File: src/rtl/sram_pkg.sv
// Shared types and pad-level thresholds for the SRAM bit-column datapath.
package sram_pkg;

    typedef enum logic [1:0] {
        DATA_TRUE  = 2'd0,
        DATA_FALSE = 2'd1,
        INDET      = 2'd2
    } state_data;

    localparam int TRUE_MIN_MV  = 1300;
    localparam int TRUE_MAX_MV  = 2200;
    localparam int FALSE_MIN_MV = -500;
    localparam int FALSE_MAX_MV = 700;

    // Limits are exclusive; FALSE_MIN_MV cannot bind for unsigned codes but is kept for the analog model.
    function automatic state_data classify_mv(input int mv);
        state_data st;
        st = INDET;
        if ((mv > TRUE_MIN_MV) && (mv < TRUE_MAX_MV)) begin
            st = DATA_TRUE;
        end else if ((mv > FALSE_MIN_MV) && (mv < FALSE_MAX_MV)) begin
            st = DATA_FALSE;
        end
        return st;
    endfunction

endpackage

File: src/rtl/sram_bit_column_path_if.sv
// Row bus of the bit-column path: write/read wordlines, data and per-column analog codes.
interface sram_bit_column_path_if #(
    parameter int COLS = 1,
    parameter int MV_W = 12
);
    logic [COLS-1:0]      data_in;
    logic                 row_wr;
    logic                 row_rd;
    logic [COLS-1:0]      bl_wr;
    logic [COLS-1:0]      blb_wr;
    logic [COLS*MV_W-1:0] bl_rd_mv;
    logic [COLS*MV_W-1:0] blb_rd_mv;
    logic [COLS*MV_W-1:0] preout_mv;
    logic [COLS*2-1:0]    data_state;
    logic [COLS-1:0]      dout;

    modport master (
        output data_in, row_wr, row_rd,
        input  bl_wr, blb_wr, bl_rd_mv, blb_rd_mv, preout_mv, data_state, dout
    );

    modport slave (
        input  data_in, row_wr, row_rd,
        output bl_wr, blb_wr, bl_rd_mv, blb_rd_mv, preout_mv, data_state, dout
    );
endinterface

File: src/rtl/sram_col_slice.sv
// One column: write driver, 2-port bitcell, registered sense amp and level classifier.
// Optional macro SRAM_RD_PRECHARGE_EN precharges the read bitlines on idle cycles.
module sram_col_slice
    import sram_pkg::*;
#(
    parameter int MV_W            = 12,
    parameter int VDD_MV          = 1500,
    parameter int SENSE_MARGIN_MV = 100
) (
    input  logic            clk,
    input  logic            rst_n,
    input  logic            data_in_i,
    input  logic            row_wr_i,
    input  logic            row_rd_i,
    output logic            bl_wr_o,
    output logic            blb_wr_o,
    output logic [MV_W-1:0] bl_rd_mv_o,
    output logic [MV_W-1:0] blb_rd_mv_o,
    output logic [MV_W-1:0] preout_mv_o,
    output state_data       data_state_o,
    output logic            dout_o
);

    localparam logic [MV_W-1:0]   VDD_CODE  = MV_W'(VDD_MV);
    localparam logic [MV_W-1:0]   HALF_CODE = MV_W'(VDD_MV / 2);
    localparam logic signed [MV_W:0] MARGIN = (MV_W+1)'(SENSE_MARGIN_MV);

    logic              q_q, q_d;
    logic [MV_W-1:0]   bl_rd_q, bl_rd_d;
    logic [MV_W-1:0]   blb_rd_q, blb_rd_d;
    logic [MV_W-1:0]   pre_q, pre_d;
    logic signed [MV_W:0] diff;

    assign bl_wr_o  = data_in_i;
    assign blb_wr_o = ~data_in_i;

    // Reads use the current q, so a simultaneous write is seen only by the next read.
    always_comb begin
        q_d      = q_q;
        bl_rd_d  = bl_rd_q;
        blb_rd_d = blb_rd_q;
        pre_d    = pre_q;
        diff     = $signed({1'b0, bl_rd_q}) - $signed({1'b0, blb_rd_q});

        if (row_wr_i && (bl_wr_o != blb_wr_o)) begin
            q_d = bl_wr_o;
        end

        if (row_rd_i) begin
            bl_rd_d  = q_q ? VDD_CODE : '0;
            blb_rd_d = q_q ? '0 : VDD_CODE;
        end else begin
`ifdef SRAM_RD_PRECHARGE_EN
            bl_rd_d  = VDD_CODE;
            blb_rd_d = VDD_CODE;
`else
            bl_rd_d  = bl_rd_q;
            blb_rd_d = blb_rd_q;
`endif
        end

        // Equal or weakly split bitlines leave the latched level untouched.
        if (diff > MARGIN) begin
            pre_d = VDD_CODE;
        end else if (diff < -MARGIN) begin
            pre_d = '0;
        end
    end

    always_ff @(posedge clk or negedge rst_n) begin
        if (!rst_n) begin
            q_q      <= 1'b0;
            bl_rd_q  <= VDD_CODE;
            blb_rd_q <= VDD_CODE;
            pre_q    <= HALF_CODE;
        end else begin
            q_q      <= q_d;
            bl_rd_q  <= bl_rd_d;
            blb_rd_q <= blb_rd_d;
            pre_q    <= pre_d;
        end
    end

    assign bl_rd_mv_o   = bl_rd_q;
    assign blb_rd_mv_o  = blb_rd_q;
    assign preout_mv_o  = pre_q;
    assign data_state_o = classify_mv(int'(pre_q));
    assign dout_o       = (data_state_o == DATA_TRUE);

endmodule

File: src/rtl/sram_bit_column_path.sv
// Per-row SRAM datapath: COLS column slices sharing the write and read wordlines.
// Optional macro SRAM_RD_PRECHARGE_EN is handled inside sram_col_slice.
module sram_bit_column_path
    import sram_pkg::*;
#(
    parameter int COLS            = 1,
    parameter int MV_W            = 12,
    parameter int VDD_MV          = 1500,
    parameter int SENSE_MARGIN_MV = 100
) (
    input  logic                   clk,
    input  logic                   rst_n,
    sram_bit_column_path_if.slave  bus
);

    generate
        for (genvar gi = 0; gi < COLS; gi++) begin : g_col
            state_data col_state;

            sram_col_slice #(
                .MV_W            (MV_W),
                .VDD_MV          (VDD_MV),
                .SENSE_MARGIN_MV (SENSE_MARGIN_MV)
            ) u_slice (
                .clk          (clk),
                .rst_n        (rst_n),
                .data_in_i    (bus.data_in[gi]),
                .row_wr_i     (bus.row_wr),
                .row_rd_i     (bus.row_rd),
                .bl_wr_o      (bus.bl_wr[gi]),
                .blb_wr_o     (bus.blb_wr[gi]),
                .bl_rd_mv_o   (bus.bl_rd_mv[gi*MV_W +: MV_W]),
                .blb_rd_mv_o  (bus.blb_rd_mv[gi*MV_W +: MV_W]),
                .preout_mv_o  (bus.preout_mv[gi*MV_W +: MV_W]),
                .data_state_o (col_state),
                .dout_o       (bus.dout[gi])
            );

            assign bus.data_state[gi*2 +: 2] = col_state;
        end
    endgenerate

endmodule

File: src/flat_wrapper.sv
// flat-port wrapper written by rule: the top's interface ports become plain ports
module sram_bit_column_path_flat import sram_pkg::*;
#(
    parameter int COLS            = 1,
    parameter int MV_W            = 12,
    parameter int VDD_MV          = 1500,
    parameter int SENSE_MARGIN_MV = 100
)
  (clk, rst_n, bus_data_in, bus_row_wr, bus_row_rd, bus_bl_wr, bus_blb_wr, bus_bl_rd_mv, bus_blb_rd_mv, bus_preout_mv, bus_data_state, bus_dout);
  sram_bit_column_path_if #(.COLS(COLS), .MV_W(MV_W)) bus_i ();
  input  logic clk;
  input  logic rst_n;
  input wire logic [$bits(bus_i.data_in)-1:0] bus_data_in;
  input wire logic [$bits(bus_i.row_wr)-1:0] bus_row_wr;
  input wire logic [$bits(bus_i.row_rd)-1:0] bus_row_rd;
  output wire logic [$bits(bus_i.bl_wr)-1:0] bus_bl_wr;
  output wire logic [$bits(bus_i.blb_wr)-1:0] bus_blb_wr;
  output wire logic [$bits(bus_i.bl_rd_mv)-1:0] bus_bl_rd_mv;
  output wire logic [$bits(bus_i.blb_rd_mv)-1:0] bus_blb_rd_mv;
  output wire logic [$bits(bus_i.preout_mv)-1:0] bus_preout_mv;
  output wire logic [$bits(bus_i.data_state)-1:0] bus_data_state;
  output wire logic [$bits(bus_i.dout)-1:0] bus_dout;
  assign bus_i.data_in = bus_data_in;
  assign bus_i.row_wr = bus_row_wr;
  assign bus_i.row_rd = bus_row_rd;
  assign bus_bl_wr = bus_i.bl_wr;
  assign bus_blb_wr = bus_i.blb_wr;
  assign bus_bl_rd_mv = bus_i.bl_rd_mv;
  assign bus_blb_rd_mv = bus_i.blb_rd_mv;
  assign bus_preout_mv = bus_i.preout_mv;
  assign bus_data_state = bus_i.data_state;
  assign bus_dout = bus_i.dout;
  sram_bit_column_path #(.COLS(COLS), .MV_W(MV_W), .VDD_MV(VDD_MV), .SENSE_MARGIN_MV(SENSE_MARGIN_MV)) u_core (.clk(clk), .rst_n(rst_n), .bus(bus_i));
endmodule
File: config.mk
export PLATFORM = sky130hd
export DESIGN_NAME = sram_bit_column_path_flat
export DESIGN_NICKNAME = d
export VERILOG_FILES = /design/src/rtl/sram_pkg.sv /design/src/rtl/sram_bit_column_path_if.sv /design/src/rtl/sram_col_slice.sv /design/src/rtl/sram_bit_column_path.sv /design/src/flat_wrapper.sv
export SDC_FILE = /design/constraint.sdc
export NUM_CORES = 1
export LEC_CHECK = 0
export CORE_MARGIN = 1
export CORE_UTILIZATION = 30
export DETAILED_ROUTE_END_ITERATION = 10
export PLACE_DENSITY = 0.79
export SKIP_LAST_GASP = 1
export SYNTH_ARGS = -nofsm -noshare
export SYNTH_HDL_FRONTEND = slang
export SYNTH_SLANG_ARGS = --single-unit
File: constraint.sdc
create_clock -name clk -period 1.9 [get_ports clk]
set_clock_uncertainty 0.2 [all_clocks]
set_input_delay 0.38 -clock clk [delete_from_list [all_inputs] [get_ports clk]]
set_output_delay 0.38 -clock clk [all_outputs]
set_load 0.02 [all_outputs]
==> summary.txt <==
Clocking
  – Clock sink count: 6
  – CTS root buffer: clkbuf_4
  – Htree depth: 1
  – CTS tree: yes
  – Reg clk slew, reported paths: 0.04 ns
  – Post-CTS setup buffers: 0
  – CTS max path bufs: 2
  – Clock Latency Late Sink: 0.25 ns
  – Inserted Clock Buffers: 3

Setup path
  – Crit Path Category: reg -> out
  – Top fanout value on the critical path: 5
  – Critical Path AT: 1.27 ns
  – WP data required: 1.32 ns
  – Crit. End Element: output pin
  – Crit start category: register
  – R2r endpoint: u_core.g_col[0].u_slice.preout_mv_o[8]$_DFFE_PN0P_
  – Worst r2r src: u_core.g_col[0].u_slice.blb_rd_mv_o[8]$_DFFE_PN1P_
  – Reg2Reg Depth: 4
  – R2r setup slk: 0.46 ns

Yosys
  – Post-Syn Area: 516.7 µm²
  – Main combinational cell family by area after synthesis: buffers and inverters
  – Syn Inst Count: 57
  – Top post-synthesis cells by count: buf_4 (32), dfstp_2 (4), nand2_1 (4)
  – Post-Syn Area per Cell: 9.066 µm²
  – Most frequent cell after synthesis: buf_4
  – Compound-gate portion of the synthesized area: 5.085%
  – Post-Synth Adder-Cell Area: 2.421%
  – Number of synthesized flops with an enable pin: 0
  – Synth Register Bits: 6
  – Largest cells by area after synthesis: buf_4 (46%), dfstp_2 (20%), dfrtp_1 (9.7%)
  – Async set-reset flop share out of synthesis: 100.0%
  – Share of the synthesized area in the top cell type: 46.49%
  – Yosys cell types: 16
  – Synth Area in Simple Gates: 8.717%
  – Synth warn: 0
  – Top_reg_cell synth: dfstp_2
  – Mux contribution to synthesized area: 5.085%
  – XOR/XNOR Fraction of Synth Area: 0%
  – Seq/Total Area, Yosys: 30.02%
  – Area leader, netlist: buf_4

Timing
  – Final period utilization: 97.19%
  – Setup violators final: 0
  – RSZ-0062 raised after global routing: true
  – Final setup margin: 0.05333 ns
  – Count of pins over their slew limit: 0
  – Fmax: 0.5415 GHz
  – Final min period: 1.847 ns
  – Final Hold Viols: 0

Route
  – DRT Wirelength: 833 µm
  – Vias per cell: 3.802
  – Post-route DRC: 9
  – Router iterations before antenna repair: 7
  – Antenna viol nets, final: 0
  – Starting DRC count in detailed routing: 12
  – Avg WL per Cell: 9.154 µm
  – Detailed-route via count: 346

Power
  – Max VDD drop: 0.4415 mV
  – Pwr dens: 949.3 nW/µm²
  – Leak Pwr: 0.3784 nW

GRT
  – Most used routing layer in global routing: met2
  – Met2 Use GR: 15.15%
  – GRT Util Overall: 9.209%
  – Met1 GRT Util: 8.808%
  – Largest net degree at the start of global routing: 10
  – Overflow after GRT: 0
  – Vias in the first global route: 267
  – First-pass GRT wire length: 1186 µm
  – Met3 usage: 6.667%
  – Initial antenna violation count: 0

Floorplan
  – Die Footprint: 1892 µm²
  – Row count: 14
  – Ports: 46
  – Starting Density: 33.15%
  – Floorplan core area: 1559 µm²
  – Die width: 43.50 µm
  – Chip Height: 43.50 µm

Layout
  – N_diodes: 0
  – Area growth, synth to finish: 31.23%
  – Fin nets: 83
  – Filler cells: 171
  – Multi-input gate area: 155.1 µm²
  – Core Util, Final: 43.50%
  – Share of cells above drive strength 1: 18.67%
  – Reg area: 155.1 µm²

Status
  – Status: finished with violations
  – Failing checks: design-rule violations

Job
  – Maxcap violations: 0

Place
  – Gpl congestion: 0.6000
  – Post-DP HPWL: 671.6 µm
  – Dpl ws: -0.1662 ns
  – Port Buffer Count: 33

Worst hold path
  – Worst min path class: in -> async
how the worst max path moves through the flow:
stage	startpoint	end	slack, ns	cells past startpoint
2_1_floorplan	u_core.g_col[0].u_slice.blb_rd_mv_o[8]$_DFFE_PN1P_	u_core.g_col[0].u_slice.preout_mv_o[8]$_DFFE_PN0P_	0.42	4
3_3_place_gp	bus_data_in	bus_bl_wr	-0.16	2
3_5_place_dp	bus_data_in	bus_bl_wr	-0.17	2
4_1_cts	u_core.g_col[0].u_slice.preout_mv_o[7]$_DFFE_PN1P_	bus_data_state[1]	0.006	3
5_1_grt	u_core.g_col[0].u_slice.preout_mv_o[7]$_DFFE_PN1P_	bus_preout_mv[3]	-0.002	2
6_report	u_core.g_col[0].u_slice.preout_mv_o[9]$_DFFE_PN1P_	bus_data_state[0]	0.05	3
power by group:
group          switching, mW  internal, mW  total (mW)
registers             0.0277         0.156       0.184
clock network         0.0476        0.0715       0.119
logic                  0.205         0.135       0.341
through the flow:
step / TNS (ns) / hold WS [ns] / area, µm² / std cells / total power, mW
after floorplan: 0 / -0.1156 / 558.0 / 68 / 0.4836
after global placement: -0.2947 / 0.2264 / 690.7 / 88 / 0.5892
after detailed placement: -0.3133 / 0.2471 / 690.7 / 88 / 0.5971
after CTS: 0 / 0.1764 / 676.9 / 91 / 0.6517
after global routing: -0.002266 / 0.1847 / 678.2 / 91 / 0.6874
final: 0 / 0.1734 / 678.2 / 91 / 0.6438
area by class of cell:
type	count	share of cell area [%]
flip-flops and latches	6	22.88
clock buffers	3	3.321
multi-input cells	28	22.88
inverters	2	1.107
well taps	16	2.952
repair buffers	36	46.86
cell families after synthesis:
family          count (synthesis)
compound gates                  4
fa+ha+maj                       1
buf+inv                        34
flops                           6
mux                             2
other cells                     1
simple gates                    9
flip-flops by register name, indices dropped and copies added, names as in the netlist:
name,count
u_core.g_col.u_slice.q_q,1
u_core.g_col.u_slice.blb_rd_mv_o,1
u_core.g_col.u_slice.bl_rd_mv_o,1
u_core.g_col.u_slice.preout_mv_o,3
timing repair:
action,4_1_cts,5_1_grt
resized for setup,29,6
endpoints found under the setup margin,29,5
endpoints found under the hold margin,0,0
hold buffers,0,0
pin swaps,0,0
routing by layer:
layer | wire [µm] | share of wire, % | vias to the layer above
met5 | 0 | 0 | -
met4 | 10 | 1.2 | 0
met3 | 113 | 14 | 2
met2 | 408 | 49 | 24
met1 | 300 | 36 | 149
li1 | - | - | 171
placed cells by master, fill, tap and decap left out, drive strengths merged, types with 2 or more instances in the layout:
master / netlist / layout
inv: 2 / 2
buf: 32 / 3
nand2: 4 / 4
a21oi: 2 / 2
clkbuf: 0 / 4
nand2b: 2 / 2
dlygate4sd2: 0 / 24
clkdlybuf4s50: 0 / 4
clkdlybuf4s15: 0 / 4
conb: 1 / 12
mux2: 2 / 2
dfstp: 4 / 4
dfrtp: 2 / 2
critical path, cell delays in order, from the launching register on:
cell	delay, ns
dfstp_2	0.56
buf_4	0.12
a21oi_1	0.05
clkdlybuf4s15_1	0.28
Power figures use the tool's default switching activity.
